**src/rtl/branch_unit.sv**
```systemverilog
// Branch resolution unit: compares operands, computes target/successor PC and
// holds the result in a one-deep output register. Optional BHT via BRANCH_UNIT_PREDICT_EN.
module branch_unit #(
    parameter int XLEN      = 32,
    parameter int BHT_DEPTH = 16
) (
    input  logic            clk,
    input  logic            rst,
    input  logic            in_valid,
    output logic            in_ready,
    input  logic [2:0]      funct3,
    input  logic [XLEN-1:0] rs1_val,
    input  logic [XLEN-1:0] rs2_val,
    input  logic [XLEN-1:0] pc,
    input  logic [XLEN-1:0] imm,
    output logic            out_valid,
    input  logic            out_ready,
    output logic            taken,
    output logic            illegal,
    output logic [XLEN-1:0] target,
    output logic [XLEN-1:0] next_pc,
    output logic            pred_taken,
    output logic            mispredict
);
    typedef enum logic {EMPTY, FULL} state_t;

    state_t          state_q;
    logic            taken_q, illegal_q, pred_q, mispred_q;
    logic [XLEN-1:0] target_q, next_pc_q;

    logic            accept;
    logic            taken_d, illegal_d, pred_d, mispred_d;
    logic [XLEN-1:0] target_d, next_pc_d;

    assign in_ready = (state_q == EMPTY) || out_ready;
    assign accept   = in_valid && in_ready;

    always_comb begin
        taken_d   = 1'b0;
        illegal_d = 1'b0;
        case (funct3)
            3'b000:  taken_d = (rs1_val == rs2_val);
            3'b001:  taken_d = (rs1_val != rs2_val);
            3'b100:  taken_d = ($signed(rs1_val) <  $signed(rs2_val));
            3'b101:  taken_d = ($signed(rs1_val) >= $signed(rs2_val));
            3'b110:  taken_d = (rs1_val <  rs2_val);
            3'b111:  taken_d = (rs1_val >= rs2_val);
            default: illegal_d = 1'b1;
        endcase
    end

    assign target_d  = pc + imm;
    assign next_pc_d = taken_d ? target_d : pc + XLEN'(4);

`ifdef BRANCH_UNIT_PREDICT_EN
    localparam int IDXW = $clog2(BHT_DEPTH);

    logic [1:0]      bht_q [BHT_DEPTH];
    logic [IDXW-1:0] idx;
    logic [1:0]      ctr;

    // Counter is read straight from the table, so an update on one edge is
    // visible to an accept on the very next cycle.
    assign idx       = pc[IDXW+1:2];
    assign ctr       = bht_q[idx];
    assign pred_d    = ctr[1];
    assign mispred_d = pred_d != taken_d;

    always_ff @(posedge clk or posedge rst) begin
        if (rst) begin
            for (int i = 0; i < BHT_DEPTH; i++) bht_q[i] <= 2'b01;
        end else if (accept && !illegal_d) begin
            if (taken_d && ctr != 2'b11)       bht_q[idx] <= ctr + 2'b01;
            else if (!taken_d && ctr != 2'b00) bht_q[idx] <= ctr - 2'b01;
        end
    end
`else
    assign pred_d    = 1'b0;
    assign mispred_d = 1'b0;
`endif

    always_ff @(posedge clk or posedge rst) begin
        if (rst) begin
            state_q   <= EMPTY;
            taken_q   <= 1'b0;
            illegal_q <= 1'b0;
            target_q  <= '0;
            next_pc_q <= '0;
            pred_q    <= 1'b0;
            mispred_q <= 1'b0;
        end else begin
            case (state_q)
                EMPTY:   if (accept) state_q <= FULL;
                FULL:    if (out_ready && !accept) state_q <= EMPTY;
                default: state_q <= EMPTY;
            endcase
            if (accept) begin
                taken_q   <= taken_d;
                illegal_q <= illegal_d;
                target_q  <= target_d;
                next_pc_q <= next_pc_d;
                pred_q    <= pred_d;
                mispred_q <= mispred_d;
            end
        end
    end

    assign out_valid  = (state_q == FULL);
    assign taken      = taken_q;
    assign illegal    = illegal_q;
    assign target     = target_q;
    assign next_pc    = next_pc_q;
    assign pred_taken = pred_q;
    assign mispredict = mispred_q;
endmodule

```
**config.mk**
```make
export PLATFORM = sky130hd
export DESIGN_NAME = branch_unit
export DESIGN_NICKNAME = d
export VERILOG_FILES = /design/src/rtl/branch_unit.sv
export SDC_FILE = /design/constraint.sdc
export NUM_CORES = 1
export LEC_CHECK = 0
export ABC_AREA = 1
export CAP_MARGIN = 20
export CORE_ASPECT_RATIO = 0.7
export CORE_MARGIN = 3
export CORE_UTILIZATION = 48
export CTS_CLUSTER_DIAMETER = 80
export DETAILED_ROUTE_END_ITERATION = 10
export GPL_TIMING_DRIVEN = 0
export PLACE_DENSITY_LB_ADDON = 0.08
export SKIP_CTS_REPAIR_TIMING = 1
export SYNTH_ARGS = -nofsm -noshare
export SYNTH_HDL_FRONTEND = slang
export SYNTH_SLANG_ARGS = --single-unit
```
**constraint.sdc**
```tcl
create_clock -name clk -period 2.25 [get_ports clk]
set_input_delay 0.3375 -clock clk [delete_from_list [all_inputs] [get_ports clk]]
set_output_delay 0.3375 -clock clk [all_outputs]
set_load 0.02 [all_outputs]
```
==> results.sh, run 1 <==
export IMPL_holdPathEnd="next_pc[0]$_DFFE_PP0P_"
export IMPL_r2r_slack_ps=220
export IMPL_ir_worst_vdd_mv=0.407
export IMPL_pre_cts_ws_ps=-1170
export IMPL_syn_inst=963
export IMPL_timing_max_cap_violations=0
export IMPL_finalCritPeriodShare_pct=109
export IMPL_p_int_mw=3.89
export IMPL_cts_sinks=67
export IMPL_start_util_pct=50.7
export IMPL_skew_ps=7.09
export IMPL_final_layout_size_suffix_gt1_share_pct=28.9
export IMPL_sw_frac_of_total_pct=40.4
export IMPL_slew_viol_final=0
export IMPL_required_ps=2520
export IMPL_syn2layout_area_growth_pct=73.3
export IMPL_drc_errors=0
export IMPL_crit_start="imm[6]"
export IMPL_routedWlPerCell_um=20.9
export IMPL_synthArstFlopShare_pct=100
export IMPL_synth_edf_count=0
export IMPL_fp_dieW_um=145
export IMPL_met1_length_um=11300
export IMPL_synth_seq_cells=67
export IMPL_routed_wl_um=29300
export IMPL_p_leak_nw=5.87
export IMPL_gp_congestion=0.999
export IMPL_dr_wl_met2_um=13100
export IMPL_min_from="pc[0]"
export IMPL_status="complete, but fails checks"
export IMPL_hold_depth=3
export IMPL_clk_path_buf_depth=2
export IMPL_htreeDepth=3
export IMPL_syn_mean_instance_area_um2=6.74
export IMPL_r2r_start="out_valid$_DFF_PP0_"
export IMPL_crit_path_max_fanout=4
export IMPL_grt_first_pass_wirelength_um=34100
export IMPL_worst_setup_path_start_kind="primary input"
export IMPL_row_count=34
export IMPL_final_cells=1406
export IMPL_worst_pin_slew_ps=726
export IMPL_final_nets=1418
export IMPL_setup_viol=29
export IMPL_dr_first_iter_drc_count=1050
export IMPL_cp_arrival_ps=2720
export IMPL_p_comb_share_pct=51.1
export IMPL_synthFlopType="dfrtp_1"
export IMPL_reg2reg_to="next_pc[14]$_DFFE_PP0P_"
export IMPL_slew_headroom_pct=51.5
export IMPL_timing_fmax_mhz=408
export IMPL_avgViaCountPerCell=5.91
export IMPL_antenna_found_initial=2
export IMPL_synth_area_um2=6490
export IMPL_yosysUniqueCellTypes=41
export IMPL_core_area_um2=12800
export IMPL_worst_slack_ps=-199
export IMPL_post_route_min_period_ps=2450
export IMPL_p_sw_mw=2.64
export IMPL_grt_start_max_net_pins=36
export IMPL_layout_common_cells="nand2_1 (228), dlymetal6s2s_1 (110), clkdlybuf4s50_1 (91), inv_1 (88), dfrtp_1 (67)"
export IMPL_clkTransAtPathRegs_ps=60
export IMPL_cts_root_buffer="clkbuf_16"
export IMPL_dpl_hpwl_um=18600
export IMPL_grt_pass1_vias=6440
export IMPL_ys_warn_count=0
export IMPL_p_clk_share_pct=24.0
export IMPL_r2r_cells=7
export IMPL_seq_area_frac_synth_pct=25.8
export IMPL_rsz0062_at_grt="true"
export IMPL_fillers=625
export IMPL_wl_met3_um=3600
export IMPL_cts_tree="yes"
export IMPL_routed_top_layer="met4"
export IMPL_io_buffers=202
export IMPL_grt_overflow=0
export IMPL_cts_made_buffers=9
export IMPL_vias=8306
export IMPL_violations="setup timing"
export IMPL_power_density_nw_per_um2=580
export IMPL_ant_nets=0
export IMPL_drt_pass1_iterations=7
export IMPL_die_y_um=103
export IMPL_final_common_cell="nand2_1"
export IMPL_cp_end_kind="register"
export IMPL_final_hold_viol_count=0
export IMPL_die_area_um2=15000
export IMPL_crit_type="primary input to register"
export IMPL_io_pins=205
export IMPL_place_inst=1347
export IMPL_track_usage_pct=28.8
export IMPL_hold_path_class="primary input to register"
export IMPL_pwr_share_seq_pct=24.9
export IMPL_clkLatencyLatePin_ps=340
## how the worst max path moves through the flow
stage,to,slack [ps],cells past startpoint
detailed placement,target[28]$_DFFE_PP0P_,-1170,12
finish,next_pc[14]$_DFFE_PP0P_,-200,12
CTS,target[28]$_DFFE_PP0P_,-870,12
global route,next_pc[14]$_DFFE_PP0P_,-210,12
global placement,target[28]$_DFFE_PP0P_,-1180,12
floorplan,next_pc[24]$_DFFE_PP0P_,190,13
## power by group through the flow
| stage | Sequential (mW) | Combinational, mW | Clock, mW |
|---|---|---|---|
| finish | 1.62 | 3.33 | 1.57 |
| global route | 1.64 | 3.50 | 1.62 |
| CTS | 1.61 | 2.55 | 1.54 |
| detailed placement | 1.62 | 2.53 | 0 |
| global placement | 1.62 | 2.49 | 0 |
| floorplan | 1.92 | 1.04 | 0 |
## logic make-up after synthesis
kind of cell / count (synthesis) / synth area share, %
xor+xnor: 53 / 7.15
simple gates: 504 / 34.0
flops: 67 / 25.8
fa+ha+maj: 65 / 12.6
buf+inv: 149 / 9.78
other cells: 1 / 0.0578
compound gates: 124 / 10.5
## layer usage
| layer | vias to the layer above | track usage (%) |
|---|---|---|
| met4 | 0 | 5.33 |
| met2 | 628 | 41.7 |
| met1 | 3869 | 44.9 |
| met3 | 148 | 5.31 |
| met5 | - | 0 |
| li1 | 3661 | - |
## Yosys cell counts, types with 13 or more instances
cell type	n	area (um^2)
nand2_1	272	1020
inv_1	122	458
nand3_1	91	455
nor2_1	80	300
dfrtp_1	67	1680
ha_1	64	801
o21ai_0	49	245
a21oi_1	45	225
xor2_1	27	236
xnor2_1	26	228
nand4_1	16	100
nor3_1	13	65.1
## area by class of cell
cell class	instances	area [um^2]	area share (%)
Buffer	25	180	1.60
Tap cell	180	225	2.00
Inverter	124	465	4.14
Sequential cell	67	1680	14.9
Clock inverter	7	98.8	0.879
Timing Repair Buffer	242	2650	23.5
Clock buffer	9	225	2.00
Multi-Input combinational cell	749	5720	50.9
Antenna cell	3	7.51	0.0668
## registers in the layout, indices dropped and copies added, names as in the netlist
register	cells
target	32
taken	1
next_pc	32
out_valid	1
illegal	1
## stage by stage
step,setup TNS (ps),hold slack [ps],utilization (%),instance area [um^2],power [mW]
2_1_floorplan,0,437,-,6490,2.96
3_3_place_gp,-97030,464,68.3,8740,4.11
3_5_place_dp,-37670,466,68.4,8760,4.16
4_1_cts,-18000,463,70.9,9080,5.70
5_1_grt,-3660,401,87.8,11200,6.76
6_report,-1450,388,87.8,11200,6.52
## critical path, stage by stage
cell	delay, ps
clkdlybuf4s50_1	460
ha_4	340
nand2_2	120
nor2_2	180
nand2_1	90
o21ai_2	230
buf_4	160
xor2_1	320
inv_1	150
nand2_1	120
nand3_1	110
nand2_1	90
No activity file was read; power rests on OpenSTA's default activity.
==> run 2: changes to the inputs <==
--- a/constraint.sdc
+++ b/constraint.sdc
@@ -3,2 +3,2 @@
 set_output_delay 0.3375 -clock clk [all_outputs]
-set_load 0.02 [all_outputs]
+set_load 0.01 [all_outputs]
==> results of run 2 <==
Same layout as run 1 (identical final DEF). Status: complete, but fails checks: setup timing.
Among the figures that moved: total power 6.52 mW -> 6.32 mW; worst IR drop on VDD 0.407 mV -> 0.406 mV
